`src/rtl/design_mux_pkg.sv`:
```
// Shared definitions for the design output multiplexer: register map, field positions,
// FSM states and the byte-enable merge helper.
package design_mux_pkg;

  localparam int unsigned SEL_W = 4;
  typedef logic [SEL_W-1:0] sel_t;

  localparam logic [7:0] REG_CTRL     = 8'h00;
  localparam logic [7:0] REG_SETTINGS = 8'h04;
  localparam logic [7:0] REG_SETTLE   = 8'h08;
  localparam logic [7:0] REG_STATUS   = 8'h0C;

  localparam int unsigned CTRL_SEL_LSB = 0;
  localparam int unsigned CTRL_EN_BIT  = 8;

  localparam int unsigned STAT_SEL_LSB = 0;
  localparam int unsigned STAT_RUN_BIT = 8;
  localparam int unsigned STAT_SW_BIT  = 9;
  localparam int unsigned STAT_ERR_BIT = 10;
  localparam int unsigned STAT_CNT_LSB = 16;

  typedef enum logic [1:0] {StIdle, StDrain, StRun} state_e;

  function automatic logic [31:0] be_merge(input logic [31:0] old_val,
                                           input logic [31:0] new_val,
                                           input logic [3:0]  be);
    logic [31:0] r;
    r = old_val;
    for (int b = 0; b < 4; b++) begin
      if (be[b]) r[b*8 +: 8] = new_val[b*8 +: 8];
    end
    return r;
  endfunction

endpackage

```
`src/rtl/design_mux_wb_regs.sv`:
```
// Wishbone slave for the design mux: address decode, single-cycle ack, byte-enabled
// CTRL/SETTINGS/SETTLE registers, STATUS read-back and a CTRL write pulse for the FSM.
module design_mux_wb_regs
  import design_mux_pkg::*;
#(
  parameter logic [31:0] BASE_ADDR  = 32'h3000_0000,
  parameter int unsigned SETTLE_RST = 16
) (
  input  logic        clk,
  input  logic        rst_n,
  input  logic        cyc,
  input  logic        stb,
  input  logic        we,
  input  logic [3:0]  sel,
  input  logic [31:0] adr,
  input  logic [31:0] dat_w,
  output logic        ack,
  output logic [31:0] dat_r,
  input  logic [31:0] status,
  output sel_t        req_sel,
  output logic        enable,
  output logic [31:0] settings,
  output logic [15:0] settle,
  output logic        ctrl_wr
);

  logic        ack_q, ctrl_wr_q, enable_q;
  logic [31:0] dat_q, settings_q, rdata;
  logic [15:0] settle_q;
  sel_t        req_sel_q;
  logic        hit, start;
  logic [7:0]  off;

  assign hit   = (adr[31:8] == BASE_ADDR[31:8]);
  assign off   = adr[7:0];
  // Undecoded accesses never start, so they are never acked.
  assign start = cyc & stb & ~ack_q & hit;

  always_comb begin
    rdata = '0;
    case (off)
      REG_CTRL: begin
        rdata[CTRL_SEL_LSB +: SEL_W] = req_sel_q;
        rdata[CTRL_EN_BIT]           = enable_q;
      end
      REG_SETTINGS: rdata = settings_q;
      REG_SETTLE:   rdata[15:0] = settle_q;
      REG_STATUS:   rdata = status;
      default:      rdata = '0;
    endcase
  end

  always_ff @(posedge clk or negedge rst_n) begin
    if (!rst_n) begin
      ack_q      <= 1'b0;
      ctrl_wr_q  <= 1'b0;
      dat_q      <= '0;
      req_sel_q  <= '0;
      enable_q   <= 1'b0;
      settings_q <= '0;
      settle_q   <= 16'(SETTLE_RST);
    end else begin
      ack_q     <= start;
      ctrl_wr_q <= start & we & (off == REG_CTRL);
      dat_q     <= (start & ~we) ? rdata : '0;
      if (start & we) begin
        case (off)
          REG_CTRL: begin
            if (sel[CTRL_SEL_LSB / 8]) req_sel_q <= dat_w[CTRL_SEL_LSB +: SEL_W];
            if (sel[CTRL_EN_BIT / 8])  enable_q  <= dat_w[CTRL_EN_BIT];
          end
          REG_SETTINGS: settings_q <= be_merge(settings_q, dat_w, sel);
          REG_SETTLE: begin
            if (sel[0]) settle_q[7:0]  <= dat_w[7:0];
            if (sel[1]) settle_q[15:8] <= dat_w[15:8];
          end
          default: ;
        endcase
      end
    end
  end

  assign ack      = ack_q;
  assign dat_r    = dat_q;
  assign req_sel  = req_sel_q;
  assign enable   = enable_q;
  assign settings = settings_q;
  assign settle   = settle_q;
  assign ctrl_wr  = ctrl_wr_q;

endmodule

```
`src/rtl/design_mux.sv`:
```
// Selects one of NUM_DESIGNS user designs onto the shared pads, sequencing every switch
// through a reset-and-tristate settle period before releasing the new design.
module design_mux
  import design_mux_pkg::*;
#(
  parameter int unsigned NUM_DESIGNS = 4,
  parameter int unsigned IO_WIDTH    = 36,
  parameter logic [31:0] BASE_ADDR   = 32'h3000_0000,
  parameter int unsigned SETTLE_RST  = 16
) (
  input  logic                            wb_clk_i,
  input  logic                            rst_n,
  input  logic                            wbs_cyc_i,
  input  logic                            wbs_stb_i,
  input  logic                            wbs_we_i,
  input  logic [3:0]                      wbs_sel_i,
  input  logic [31:0]                     wbs_adr_i,
  input  logic [31:0]                     wbs_dat_i,
  output logic                            wbs_ack_o,
  output logic [31:0]                     wbs_dat_o,
  output logic [NUM_DESIGNS-1:0]          design_rst_n,
  input  logic [NUM_DESIGNS*IO_WIDTH-1:0] io_out_designs,
  input  logic [NUM_DESIGNS*IO_WIDTH-1:0] io_oeb_designs,
  output logic [IO_WIDTH-1:0]             io_out,
  output logic [IO_WIDTH-1:0]             io_oeb,
  output logic [31:0]                     custom_settings,
  output logic [3:0]                      active_sel,
  output logic                            running
);

  sel_t        req_sel;
  logic        enable, ctrl_wr;
  logic [15:0] settle, settle_load;
  logic [31:0] status;

  state_e      state_q, state_d;
  logic [15:0] cnt_q, cnt_d, count_q, count_d;
  sel_t        target_q, target_d, active_sel_q, sel_d;
  logic        sel_err_q, sel_err_d, running_q;
  logic        req_valid, target_valid;

  logic [NUM_DESIGNS-1:0] rst_q, rst_d;
  logic [IO_WIDTH-1:0]    oeb_q, oeb_d, run_out;

  design_mux_wb_regs #(
    .BASE_ADDR  (BASE_ADDR),
    .SETTLE_RST (SETTLE_RST)
  ) u_regs (
    .clk      (wb_clk_i),
    .rst_n    (rst_n),
    .cyc      (wbs_cyc_i),
    .stb      (wbs_stb_i),
    .we       (wbs_we_i),
    .sel      (wbs_sel_i),
    .adr      (wbs_adr_i),
    .dat_w    (wbs_dat_i),
    .ack      (wbs_ack_o),
    .dat_r    (wbs_dat_o),
    .status   (status),
    .req_sel  (req_sel),
    .enable   (enable),
    .settings (custom_settings),
    .settle   (settle),
    .ctrl_wr  (ctrl_wr)
  );

  assign req_valid    = (32'(req_sel) < NUM_DESIGNS);
  assign target_valid = (32'(target_q) < NUM_DESIGNS);
  // Counter runs down to zero, so load SETTLE-1; a SETTLE of 0 behaves like 1.
  assign settle_load  = (settle == 16'd0) ? 16'd0 : settle - 16'd1;

  always_comb begin
    state_d   = state_q;
    cnt_d     = cnt_q;
    target_d  = target_q;
    sel_d     = active_sel_q;
    count_d   = count_q;
    sel_err_d = sel_err_q;
    if (ctrl_wr && req_valid) sel_err_d = 1'b0;
    unique case (state_q)
      StIdle: begin
        if (!req_valid) begin
          sel_err_d = 1'b1;
        end else if (enable) begin
          state_d  = StDrain;
          cnt_d    = settle_load;
          target_d = req_sel;
        end
      end
      StDrain: begin
        if (ctrl_wr) begin
          target_d = req_sel;
          cnt_d    = settle_load;
        end else if (cnt_q == 16'd0) begin
          if (enable && target_valid) begin
            state_d = StRun;
            sel_d   = target_q;
            count_d = count_q + 16'd1;
          end else begin
            state_d = StIdle;
          end
        end else begin
          cnt_d = cnt_q - 16'd1;
        end
      end
      StRun: begin
        if (ctrl_wr && (req_sel != active_sel_q || !enable)) begin
          state_d  = StDrain;
          cnt_d    = settle_load;
          target_d = req_sel;
        end
      end
      default: state_d = StIdle;
    endcase
  end

  // Pad/reset values for the next state are registered so the mux switches cleanly.
  always_comb begin
    rst_d   = '0;
    oeb_d   = '1;
    run_out = '0;
    for (int unsigned d = 0; d < NUM_DESIGNS; d++) begin
      if (state_d == StRun && sel_t'(d) == sel_d) begin
        rst_d[d] = 1'b1;
        oeb_d    = io_oeb_designs[d*IO_WIDTH +: IO_WIDTH];
      end
      if (sel_t'(d) == active_sel_q) run_out = io_out_designs[d*IO_WIDTH +: IO_WIDTH];
    end
  end

  always_ff @(posedge wb_clk_i or negedge rst_n) begin
    if (!rst_n) begin
      state_q      <= StIdle;
      cnt_q        <= '0;
      target_q     <= '0;
      active_sel_q <= '0;
      count_q      <= '0;
      sel_err_q    <= 1'b0;
      running_q    <= 1'b0;
      rst_q        <= '0;
      oeb_q        <= '1;
    end else begin
      state_q      <= state_d;
      cnt_q        <= cnt_d;
      target_q     <= target_d;
      active_sel_q <= sel_d;
      count_q      <= count_d;
      sel_err_q    <= sel_err_d;
      running_q    <= (state_d == StRun);
      rst_q        <= rst_d;
      oeb_q        <= oeb_d;
    end
  end

  always_comb begin
    status = '0;
    status[STAT_SEL_LSB +: SEL_W] = active_sel_q;
    status[STAT_RUN_BIT]          = running_q;
    status[STAT_SW_BIT]           = (state_q == StDrain);
    status[STAT_ERR_BIT]          = sel_err_q;
    status[STAT_CNT_LSB +: 16]    = count_q;
  end

  assign io_out       = running_q ? run_out : '0;
  assign io_oeb       = oeb_q;
  assign design_rst_n = rst_q;
  assign active_sel   = active_sel_q;
  assign running      = running_q;

endmodule

```
`config.mk`:
```
export PLATFORM = sky130hd
export DESIGN_NAME = design_mux
export DESIGN_NICKNAME = d
export VERILOG_FILES = /design/src/rtl/design_mux_pkg.sv /design/src/rtl/design_mux_wb_regs.sv /design/src/rtl/design_mux.sv
export SDC_FILE = /design/constraint.sdc
export NUM_CORES = 1
export LEC_CHECK = 0
export CAP_MARGIN = 20
export CORE_AREA = 2 2 199 201
export DETAILED_ROUTE_END_ITERATION = 6
export DIE_AREA = 0 0 201 203
export GPL_TIMING_DRIVEN = 0
export PLACE_DENSITY = 0.57
export SYNTH_ARGS = -nofsm -noshare
export SYNTH_HDL_FRONTEND = slang
export SYNTH_SLANG_ARGS = --single-unit
```
`constraint.sdc`:
```
create_clock -name wb_clk_i -period 3 [get_ports wb_clk_i]
set_input_delay 0.45 -clock wb_clk_i [delete_from_list [all_inputs] [get_ports wb_clk_i]]
set_output_delay 0.45 -clock wb_clk_i [all_outputs]
set_load 0.005 [all_outputs]
```
* After elaboration in Yosys (flattened, before gate mapping) *
Cells that the tools add are included.
W data, S select, Z words.

cells by class
  reduce and logical (&&, ||, !) cells = 27
  mux-type cells = 45
  $add $sub $neg = 3
  bitwise gates (word level) = 9
  magnitude comparators = 2
  equality and inequality tests = 19

operator list
  operator                 count
  $mux W36                 9
  $mux W16                 6
  $pmux W16 S3             1
  $logic_not A16 Y1        2
  $mux W32                 1
  $mux W4                  8
  $pmux W16 S2             1
  $sub A16 B1 Y16 const B  2
  $eq A24 B22 Y1 const B   1
  $reduce_and A3 Y1        8
  $pmux W7 S3              1
  $add A16 B1 Y16 const B  1
  $eq A2 B4 Y1 const A     4
  $eq A8 B4 Y1 const B     2
  $pmux W4 S4              1
  $mux W2                  6
  $pmux W4 S3              1
  $reduce_and A5 Y1        2
  $eq A1 B4 Y1 const A     2
  $eq A8 B3 Y1 const B     1
  $logic_not A4 Y1         2
  $logic_not A8 Y1         1
  $lt A4 B3 Y1 const B     2
  $pmux W4 S2              1
  other kinds (17)         39

word-level totals
  word-level logic and storage cells = 125
  output and inout bits = 146
  bits of input ports = 361
  bits in registers = 171

* Logic depth before layout (Yosys ltp) *
  depth after elaboration = 12
  depth in mapped cells = 10
  depth with buffers taken out = 8

* By module *
Synthesis repeated with hierarchy kept, for this count alone.

second synthesis, totals
  cells, all modules = 1027
  area, all modules = 10319.9 sq um

modules (own cells, without submodules)
  module              sequential area each (sq um)  area an instance (sq um)  times used  cells each
  design_mux          2147.1                        6369.9                    1           761
  design_mux_wb_regs  2178.3                        3950.0                    1           266

* Least setup slack after synthesis *
Ideal clock, no wire load.

  path type = register to output
  start = reg active_sel_q[0] (netlist: active_sel[0])
  end = out io_out[26]
  required time = 2.550 ns
  cell stages (with the launch flop) = 6
  arrival time = 2.089 ns
  path slack = 0.461 ns
  cells stage by stage = dfrtp_1 -> clkbuf_1 -> buf_1 -> buf_2 -> mux4_2 -> and3_1

on the way
  word-level cells in the longest chain between the ends = 6
  elaborated cells on any way between the ends = 9

ends and longest elaborated chain
  what                      RTL line           RTL
  start: declaration        design_mux.sv:38   sel_t target_q, target_d, active_sel_q, sel_d;
  start signal: assignment  design_mux.sv:146  active_sel_q <= sel_d;
  $logic_not A4 Y1          design_mux.sv:127  if (sel_t'(d) == active_sel_q) run_out = io_out_designs[d*IO_WIDTH +: IO_WIDTH];
  $mux W36 (3 in a row)     design_mux.sv:127
  $mux W36 *                design_mux.sv:127
  $mux W36 *                design_mux.sv:164  assign io_out = running_q ? run_out : '0;
  end: declaration          design_mux.sv:24   output logic [IO_WIDTH-1:0] io_out,

Every way passes the cells marked *; elsewhere a longest branch is shown, timed or not.

* Final worst setup path *
  start = reg active_sel_q[0] (netlist: active_sel[0])
  end = out io_out[25]

Same word-level chain as after synthesis.

==> impl_results.md <==
* Post-synth EDFFs at 0
* Area share of the largest cell type after synthesis at 0.352
* Syn Inst Count at 820
* Largest cells by area after synthesis: dfrtp_1 (35%), dfstp_2 (10%), mux4_2 (9.7%)
* PortBufs at 505
* # setup viols final at 0
* Non-Filler Instances at 1880
* Number of global-route vias before repair at roughly 9600
* Worst vdd ir at roughly 0.00039 V
* RSZ-0062 raised after global routing: true
* Worst Setup End Kind: primary output
* Root buf cell: clkbuf_16
* DR vias/cell at just under 5
* CTS sink count at 171
* Final hold slack at 12.0 ps
* WP data required at ~2600 ps
* Io pins at just over 500
* First-pass GRT wire length at 65000 um
* Commonest non-fill, non-tap cell in the layout: clkdlybuf4s50_1
* Asr flop ratio synth at 1.00
* DRT Pass-1 Iters at 5
* Layout cells sized above 1 at 0.168
* FMAX at 0.336 GHz
* Fin crit share at 0.991
* Total core area at 38500 um^2
* DRT Wirelength at 44700 um
* Worst-skew pair later-pin latency at between 400 and 500 ps
* CTS tree: yes
* Final-stage net count at 1712
* Clock Power Share at 0.426
* Drt drc at 0
* Tot GR Track Use at 0.215
* Synth Register Bits at 171
* GR Overflow Total at 0
* Post-CTS Hold Fix Bufs at 0
* Placement Setup Slack at -695 ps
* Initial antenna violation count at 2
* Slew headroom at 0.287
* Clock transition at path regs at 70 ps
* Worst setup margin at 26.8 ps
* Total power at 0.00514 W
* Sw Share at 0.246
* Area Growth Syn to Fin at 67.5%
* Post-Route Skew at 13.9 ps
* Post-DRT Antenna Nets at 0
* Placed wire-length estimate at 36400 um
* Combinational share of power at 0.126
* Part of the Yosys area used for sequential elements at 0.454
* Worst setup SP type: flip-flop
* Routed vias at 9281
* Post-layout minimum cycle time at approximately 3000 ps
* Worst min path class: primary input to async pin
* Initial Util at 0.248
* Net switching power at 0.00126 W
* Crit Path Class: flip-flop to primary output
* Fillers at 3745
* Netlist Area Pre-Place at around 9500 um^2
* Die width at 201 um
* Internal Pwr Total at 0.00388 W
* Post-Syn Nets at 1185
* H-Tree Depth at 4
* Dominant cell type by area after synthesis: dfrtp_1
* Most frequent cells in the layout: clkdlybuf4s50_1 (504), dfrtp_1 (132), mux2_2 (68)
* GPL Wtd Cong at 0.906
* Worst reg2reg setup slack at 150 ps
* Max Cap Violations at 0
* CTS Buf Count at 17
* Largest net degree at the start of global routing at between 80 and 90
* Chip height at 203 um
* Critical Path AT at 2520 ps
* Leakage at 6.42 nW
* Ys Warns at 0
* Actual slew at the worst max-slew pin at 1060 ps
* Post-Syn Area per Cell at 11.6 um^2
* Initial DRC count at 500
* CP Max Fanout at 10
* CTS max path bufs at 2
* Die area at 40800 um^2
* Num rows at 72
* Main synth FF type: dfrtp_1
* PD cells at 322 nW/um^2
* Inst Count DP at 1844
* Result of the run: completed
* Routed len/inst at 23.8 um
* Max-slew violations at 0
* Sequential Power Share at 0.449
* Hold Violations, Final at 0
* Synth unique cells at 60
==> power groups by stage <==
stage                     logic [W]  clock network (W)  registers (W)
after floorplan           0.0000757                  0        0.00235
after CTS                  0.000651            0.00225        0.00231
final                      0.000647            0.00219        0.00231
after detailed placement   0.000646                  0        0.00235
after global routing       0.000684            0.00234        0.00231
after global placement     0.000638                  0        0.00235
==> worst paths after layout <==
check / endpoint / cells after the start / start
max: io_out[25] / 4 / active_sel[0]
min: u_regs.settings[14] / 1 / rst_n
max reg2reg: io_oeb[28] / 9 / cnt_q[0]
min reg2reg: count_q[12] / 1 / count_q[12]
max in group asynchronous: io_oeb[23] / 2 / rst_n
min in group wb_clk_i: u_regs.ctrl_wr / 2 / wbs_we_i
==> critical path: stages (launching register included) <==
cell,delay [ps]
dfrtp_2,470
buf_2,370
mux4_2,540
and3_1,220
clkdlybuf4s50_1,480
==> through the flow <==
step                      instance area, um^2  setup TNS (ps)  utilization
final                                   16000               0        0.415
after global routing                    16000            -781        0.415
after CTS                               15900            -197        0.414
after detailed placement                15300          -16490        0.397
after global placement                  15200         -959780        0.396
after floorplan                          9530               0            -
==> cell usage after synthesis (4+ instances only) <==
master / number
inv_1: 9
nor3b_1: 4
dfrtp_1: 134
and3_1: 49
or4_1: 9
xor2_1: 10
or3_1: 6
and2_1: 5
xnor2_1: 20
a22oi_1: 52
nand4_1: 6
buf_2: 13
mux4_2: 41
o211ai_1: 26
buf_1: 4
a22o_1: 12
o21ai_0: 14
dfstp_2: 37
mux2_2: 68
nor2b_1: 11
nor4_1: 9
a211oi_1: 11
nor3_1: 12
nand2b_1: 7
nor2_1: 54
clkbuf_1: 36
mux2i_1: 39
ha_1: 4
a21oi_1: 9
nand3_1: 13
o22ai_1: 29
nand2_1: 33
==> kinds of logic after synthesis <==
logic type | after synthesis | share of synthesized area
and+or+nand+nor | 233 | 0.137
DFF | 171 | 0.454
AOI/OAI and AO/OA | 168 | 0.125
muxes | 149 | 0.220
buffers and inverters | 65 | 0.0311
xor gates and xnor gates | 30 | 0.0276
adders and majority gates | 4 | 0.00525
==> final cells by class <==
cell class                 instances  area [um^2]  share of cell area
multi-input combinational        584         4910               0.308
inverter                           9         33.8             0.00212
tap                              518          648              0.0406
clock buffer                      17          425              0.0267
sequential                       171         4330               0.271
antenna                            2         5.00            0.000314
clock inverter                    15          158             0.00988
timing repair buffer             510         5130               0.322
buffer                            54          314              0.0197
==> routing by layer <==
metal  routed length, um  share of wire  GRT usage  vias up
met1               18500           0.41      0.264     4693
met5                   0              0          0        -
li1                    -              -          -     4208
met3                2470          0.055     0.0449       24
met2               23100           0.52      0.383      356
met4                 586          0.013     0.0519        0
==> state kept, by name, summed over array words and instances, names as in the netlist <==
register and flops:
u_regs.ctrl_wr 1, u_regs.settings 32, u_regs.req_sel 4, design_rst_n 4, target_q 4, u_regs.enable 1, u_regs.dat_r 32, sel_err_q 1
count_q 16, u_regs.settle 16, active_sel 4, io_oeb 36, u_regs.ack 1, state_q 2, cnt_q 16, running 1
==> repair_timing <==
action | 4_1_cts | 5_1_grt
endpoints found under the setup margin | 40 | 29
setup buffers | 1 | 3
gates resized for setup | 28 | 8
No activity file was read; power rests on OpenSTA's default activity.
